**config.mk**
```make
export PLATFORM = sky130hd
export DESIGN_NAME = motor_ramp_sequencer
export DESIGN_NICKNAME = d
export VERILOG_FILES = /design/src/rtl/motor_ramp_sequencer.sv
export SDC_FILE = /design/constraint.sdc
export NUM_CORES = 1
export LEC_CHECK = 0
export CAP_MARGIN = 10
export CORE_UTILIZATION = 45
export DETAILED_ROUTE_END_ITERATION = 6
export SYNTH_ARGS = -nofsm -noshare
export SYNTH_HDL_FRONTEND = slang
export SYNTH_SLANG_ARGS = --single-unit
```
**constraint.sdc**
```tcl
create_clock -name clk_in -period 8.3 [get_ports clk_in]
set_input_delay 0.83 -clock clk_in [delete_from_list [all_inputs] [get_ports clk_in]]
set_output_delay 0.83 -clock clk_in [all_outputs]
set_load 0.02 [all_outputs]
```
**src/rtl/motor_ramp_sequencer.sv**
```systemverilog
// Per-motor level/direction sequencer: slews toward the target, brakes and waits out a dead time on reversal.
// Optional build macro ESTOP_LATCH_EN: leaving HALT also requires an enable_in rising edge.
module motor_ramp_sequencer #(
  parameter int WIDTH      = 8,
  parameter int TICK_DIV   = 100000,
  parameter int STEP       = 1,
  parameter int DEAD_TICKS = 50
) (
  input  logic             clk_in,
  input  logic             rst_in,
  input  logic [WIDTH-1:0] target_level_in,
  input  logic             target_dir_in,
  input  logic             enable_in,
  input  logic             estop_in,
  output logic [WIDTH-1:0] level_out,
  output logic             direction_out,
  output logic             busy_out,
  output logic [2:0]       state_out
);

  localparam int CNT_W  = (TICK_DIV > 1) ? $clog2(TICK_DIV) : 1;
  localparam int DEAD_W = $clog2(DEAD_TICKS + 1);
  localparam logic [CNT_W-1:0]  CNT_MAX  = CNT_W'(TICK_DIV - 1);
  localparam logic [DEAD_W-1:0] DEAD_MAX = DEAD_W'(DEAD_TICKS);
  localparam logic [WIDTH-1:0]  STEP_U   = WIDTH'(STEP);
  localparam logic signed [WIDTH+1:0] STEP_S = (WIDTH+2)'(STEP);

  typedef enum logic [2:0] {
    IDLE  = 3'd0,
    RAMP  = 3'd1,
    BRAKE = 3'd2,
    DEAD  = 3'd3,
    HALT  = 3'd4
  } state_t;

  state_t             state;
  logic [CNT_W-1:0]   tick_cnt;
  logic [DEAD_W-1:0]  dead_cnt;
  logic               tick;
  logic [WIDTH-1:0]   eff_target;
  logic               dir_change;
  logic               halt_release;

  // One STEP toward goal; the signed gap decides whether this is the final, partial step.
  function automatic logic [WIDTH-1:0] step_toward(input logic [WIDTH-1:0] level,
                                                   input logic [WIDTH-1:0] goal);
    logic signed [WIDTH+1:0] gap;
    gap = $signed({2'b00, goal}) - $signed({2'b00, level});
    if (gap > STEP_S)
      return level + STEP_U;
    else if (gap < -STEP_S)
      return level - STEP_U;
    else
      return goal;
  endfunction

  assign tick       = (tick_cnt == CNT_MAX);
  assign eff_target = enable_in ? target_level_in : '0;
  assign dir_change = (eff_target != '0) && (target_dir_in != direction_out);
  assign state_out  = state;

  always_ff @(posedge clk_in or posedge rst_in) begin
    if (rst_in)
      tick_cnt <= '0;
    else if (tick)
      tick_cnt <= '0;
    else
      tick_cnt <= tick_cnt + CNT_W'(1);
  end

`ifdef ESTOP_LATCH_EN
  // HALT acts as the sticky stop latch; it opens only on a fresh enable edge once estop is gone.
  logic enable_q;

  always_ff @(posedge clk_in or posedge rst_in) begin
    if (rst_in)
      enable_q <= 1'b0;
    else
      enable_q <= enable_in;
  end

  assign halt_release = !estop_in && enable_in && !enable_q;
`else
  assign halt_release = !estop_in;
`endif

  always_ff @(posedge clk_in or posedge rst_in) begin
    if (rst_in) begin
      state         <= IDLE;
      level_out     <= '0;
      direction_out <= 1'b0;
      busy_out      <= 1'b0;
      dead_cnt      <= '0;
    end else if (estop_in) begin
      state     <= HALT;
      busy_out  <= 1'b1;
      level_out <= '0;
    end else begin
      case (state)
        IDLE: begin
          if (dir_change) begin
            state    <= (level_out != '0) ? BRAKE : DEAD;
            busy_out <= 1'b1;
            dead_cnt <= '0;
          end else if (eff_target != level_out) begin
            state    <= RAMP;
            busy_out <= 1'b1;
          end
        end
        RAMP: begin
          // A reversal swallows any tick in the same cycle.
          if (dir_change)
            state <= BRAKE;
          else if (level_out == eff_target) begin
            state    <= IDLE;
            busy_out <= 1'b0;
          end else if (tick)
            level_out <= step_toward(level_out, eff_target);
        end
        BRAKE: begin
          if (level_out == '0) begin
            state    <= DEAD;
            dead_cnt <= '0;
          end else if (tick)
            level_out <= step_toward(level_out, '0);
        end
        DEAD: begin
          level_out <= '0;
          if (dead_cnt == DEAD_MAX) begin
            direction_out <= target_dir_in;
            state         <= IDLE;
            busy_out      <= 1'b0;
          end else if (tick)
            dead_cnt <= dead_cnt + DEAD_W'(1);
        end
        HALT: begin
          level_out <= '0;
          if (halt_release) begin
            state    <= DEAD;
            dead_cnt <= '0;
          end
        end
        default: begin
          state    <= IDLE;
          busy_out <= 1'b0;
        end
      endcase
    end
  end

endmodule
```
* Word-level counts from Yosys, hierarchy flattened
Cells that the tools add are included.
Word-level totals: flip-flop bits (word level) 36, output and inout bits 13
Cells by class: add/subtract/negate cells 6, $lt $le $gt $ge 4, eq/ne operators 24, muxes and demuxes 34, bitwise operators 1, reduce and logical (&&, ||, !) cells 14
Operators by type and width (count):
- $mux 8 | 11
- $mux 6 | 4
- $ne 3x3->1 const B | 8
- $pmux 6 s4 | 1
- $pmux 8 s3 | 1
- $mux 3 | 7
- $gt 9x2->1 const B | 2
- $lt 9x1->1 const B | 2
- $add 17x1->17 const B | 1
- $eq 17x17->1 const B | 1
- $mux 17 | 1
- $reduce_bool 8->1 | 2
- $pmux 3 s5 | 1
- $reduce_and 6->1 | 2
- $sub 1x8->9 const A | 1
- $sub 8x8->9 | 1
- $add 8x1->8 const B | 1
- $eq 8x8->1 | 1
- $logic_not 8->1 | 1
- $ne 2x2->1 const B | 4
- $ne 4x4->1 const B | 2
- $ne 8x8->1 | 1
- $reduce_bool 4->1 | 2
- $sub 8x1->8 const B | 1
- 16 further kinds | 24

* Depth between registers and ports, before layout
depth after elaboration 10, gate-level depth with buffers 13, mapped depth without buffers 11

* Least setup slack after synthesis
OpenSTA, ideal clock, no wires.
kind input -> register, from input enable_in, to register level_out[4], setup time 0.080 ns, data arrival time 3.590 ns, required time 8.220 ns, slack 4.630 ns, stages 13, buffers on the path 2, path through buf_4 clkbuf_1 nand2_1 ha_1 or2_1 a2111oi_2 a211oi_2 o221ai_2 a211oi_1 and3_4 mux2_4 a211o_1 o211ai_2
On the way: word-level cells in the longest chain between the ends 10, elaborated cells between the ends (all ways) 17, those cells by class add/sub (1); order compare (2); eq/ne (3); mux (8); reduce/logical (3)
RTL lines:
- from (decl) | RTL line 13 | input logic enable_in,
- $mux 8 * | RTL line 58 | assign eff_target = enable_in ? target_level_in : '0;
- $sub 8x8->9 | RTL line 48 | gap = $signed({2'b00, goal}) - $signed({2'b00, level});
- $lt 9x1->1 | RTL line 51 | else if (gap < -STEP_S)
- $mux 8 | RTL line 51
- $mux 8 | RTL line 49 | if (gap > STEP_S)
- $mux 8 | RTL line 117 | end else if (tick)
- $mux 8 | RTL line 114 | else if (level_out == eff_target) begin
- $mux 8 | RTL line 112 | if (dir_change)
- $pmux 8 s3 | RTL line 99 | case (state)
- $mux 8 | RTL line 94 | end else if (estop_in) begin
- to (signal assigned) | RTL line 118 | level_out <= step_toward(level_out, eff_target);
- to (signal assigned) | RTL line 125 | level_out <= step_toward(level_out, '0);
- to (decl) | RTL line 15 | output logic [WIDTH-1:0] level_out,
Mark *: on every way between the ends. The rest lies on a longest branch, timed or not. The select of a mux whose other input is x is not followed. A chain may end at the register's enable or synchronous reset.

* Worst setup path in the final report
from input enable_in, to register level_out[2]
The elaborated chain is that of the path after synthesis.

==> results.py <==
metrics = {
    "global_route": {
        "grt-ovfl-total": 0,
        "antenna_found_initial": 0,
        "grt_pass1_vias": 2779,
        "grt_max_degree": 37,
        "grt_pass1_wl_um": 13860,
        "grt_util_all_layers": 0.2302,
    },
    "clock_network": {
        "clockBufferDepth": 2,
        "cts_buffers": 5,
        "htreeDepth": 2,
        "worstSkewPairLatency_ns": 0.28,
        "cts_tree": "done",
        "cts.sinks": 36,
        "post-cts-setup-buffer-count": 0,
        "clkSlewWorstSetupHoldPaths_ns": 0.07,
        "cts_hold_buf": 0,
        "root_buffer": "clkbuf_8",
        "cts_resized": 0,
    },
    "die": {
        "coreArea_mm2": 0.006907,
        "num_rows": 30,
        "die_h_um": 87.30,
        "ios": 26,
        "die_w_um": 87.30,
        "start_util": 0.4741,
        "die_area_mm2": 0.007621,
    },
    "critical_path": {
        "worstSetupStartpointType": "input pin",
        "crit_fanout": 22,
        "crit_required_ns": 8.48,
        "timing.rr.start": "level_out[0]$_DFFE_PP0P_",
        "arrival_ns": 4.61,
        "startpoint": "enable_in",
        "worstSetupEndpointType": "flop",
        "path_class": "input pin to flop",
    },
    "power_and_ir_drop": {
        "power_leakage_nw": 1.417,
        "ir_worst_vdd_mv": 0.1167,
        "powerDensity_mw_per_mm2": 200.3,
    },
    "sta": {
        "fmax_mhz": 225.7,
        "fin_crit_sh": 0.5338,
        "tightest_slew_ns": 0.8010,
        "hold_violations": 0,
        "rsz0062_at_grt": "false",
        "period_minus_slack_ns": 4.431,
        "maxSlewViolCount": 0,
        "relSlewSlack": 0.4585,
        "finalSetupTns_ns": 0,
        "setup_ws_ns": 3.870,
        "skew_ns": 0.006255,
        "finalSetupViolations": 0,
    },
    "yosys": {
        "ys_types": 75,
        "syn_area_mm2": 0.003274,
        "ys_ff_latch": 36,
        "synth-edff-count": 0,
        "synth_ff_type": "dfrtp_1",
        "seq_area_frac_synth": 0.2751,
        "syn-instance-count": 411,
        "ys_async_sr_fraction": 1.000,
        "synth_fp_nets": 433,
        "yosysWarnings": 0,
        "synth.avg_cell_area_um2": 7.967,
    },
    "route": {
        "via_per_inst": 6.015,
        "remaining_drc_errors": 0,
        "firstDrtPassIters": 6,
        "totalWireLength_um": 8457,
        "wl_per_cell_um": 16.17,
        "wl_met2_um": 3782,
        "via_count": 3146,
        "drtIter0Drc": 290,
        "antenna_left": 0,
        "met3WireLength_um": 503,
        "highest_layer": "met4",
        "wl_met1_um": 4135,
    },
    "min_path": {
        "hold_path.class": "flop to flop",
        "hp-start": "dead_cnt[5]$_DFFE_PP0P_",
    },
    "finish": {
        "final_layout_size_suffix_gt1_frac": 0.08431,
        "fin_cells": 523,
        "final_net_count": 448,
        "stdcell_area_mm2": 0.003672,
        "area_growth_pct": 12.15,
        "antenna_cells": 0,
    },
    "placed_design": {
        "gp_congestion": 0.8795,
        "placedInstanceArea_mm2": 0.003578,
        "io_buffers": 25,
        "dpl_worst_slack_ns": 3.614,
        "dp.cells": 515,
        "dp_hpwl_um": 6372,
    },
    "job": {
        "maxCapViolCount": 0,
    },
    "outcome": {
        "status": "completed",
    },
}
-- per-stage QoR --
stage / util / hold slack [ns] / total power, W
finish: 0.5317 / 0.4809 / 0.0007357
global placement: 0.5181 / 0.4664 / 0.0006006
detailed placement: 0.5181 / 0.4692 / 0.0005986
CTS: 0.5317 / 0.4857 / 0.0007344
global route: 0.5317 / 0.5196 / 0.0007849
floorplan: - / 0.4460 / 0.0005052
-- final cells by class --
class / instances / area, um^2
multi-input cells: 338 / 2223
well taps: 96 / 120.1
fillers: 684 / 3234
clock buffers: 7 / 86.33
repair buffers: 27 / 265.3
clock inverters: 1 / 7.507
flip-flops and latches: 36 / 900.9
inverters: 18 / 68.82
-- routing by layer --
metal	vias up	track usage
met3	4	0.04929
met4	0	0.04024
li1	1544	-
met2	90	0.3565
met5	-	0
met1	1508	0.3314
-- cell usage in the layout (no fill, tap or decap), drive strengths merged, types with 5 or more instances in the layout --
master         Yosys  routed
nor3               9       9
nor4b              5       5
nand4              7       7
o31ai              5       5
a211oi             8       8
xnor2             20      20
ha                 9       9
inv               17      17
nand2b            11      11
a21o               5       5
o21ai             26      26
or3                6       6
nor4               7       7
clkbuf            11       7
clkdlybuf4s50      0      25
a31oi              6       6
a21oi             24      24
dfrtp             36      36
nor2b              8       8
nand3             14      14
nand2             39      39
nor2              48      48
and3               9       9
-- power breakdown --
| part | internal [W] | total, W | switching [W] |
|---|---|---|---|
| Clock | 0.0000675 | 0.000132 | 0.0000642 |
| Sequential | 0.000186 | 0.000220 | 0.0000341 |
| Combinational | 0.000158 | 0.000384 | 0.000227 |
-- state kept, by name, summed over array words and instances, names as in the netlist --
register	cells
dead_cnt	6
tick_cnt	17
level_out	8
state_out	3
busy_out	1
direction_out	1
-- path summary, 6_finish.rpt --
path                                                  to  slack (ns)  depth (start not counted)
worst max-delay path            level_out[2]$_DFFE_PP0P_        3.87                         12
worst min-delay path             dead_cnt[5]$_DFFE_PP0P_        0.48                          1
worst max register to register  level_out[2]$_DFFE_PP0P_        5.03                         10
worst min register to register   dead_cnt[5]$_DFFE_PP0P_        0.48                          1
max in group asynchronous       level_out[1]$_DFFE_PP0P_        7.00                          3
min in group asynchronous          tick_cnt[4]$_DFF_PP0_        0.96                          3
-- kinds of logic after synthesis --
group / synth area share
xor+xnor: 0.06840
fa+ha+maj: 0.03783
simple gates: 0.2866
flops: 0.2751
compound gates: 0.2637
mux: 0.02063
buf+inv: 0.04776
-- cells in the mapped netlist, types with 5 or more instances --
| master | n | share of area |
|---|---|---|
| nor2_1 | 48 | 0.055 |
| nand2_1 | 37 | 0.042 |
| dfrtp_1 | 36 | 0.28 |
| o21ai_0 | 26 | 0.040 |
| a21oi_1 | 23 | 0.035 |
| xnor2_1 | 20 | 0.053 |
| inv_1 | 15 | 0.017 |
| nand3_1 | 14 | 0.021 |
| clkbuf_1 | 11 | 0.013 |
| nand2b_1 | 11 | 0.021 |
| ha_1 | 9 | 0.034 |
| and3_1 | 8 | 0.015 |
| nor3_1 | 8 | 0.012 |
| nand4_1 | 7 | 0.013 |
| nor2b_1 | 7 | 0.013 |
| nor4_1 | 7 | 0.013 |
| a211oi_1 | 6 | 0.014 |
| or3_1 | 6 | 0.011 |
| a21o_1 | 5 | 0.011 |
| nor4b_1 | 5 | 0.013 |
-- critical path, stage by stage --
cell	delay, ns
clkdlybuf4s50_1	0.98
nand2_1	0.22
ha_1	0.28
or2_1	0.26
a2111oi_2	0.46
a211oi_2	0.12
xnor2_1	0.21
a211oi_1	0.41
and3_4	0.26
mux2_4	0.20
a31oi_1	0.09
a211oi_1	0.30
Power figures use the tool's default switching activity.
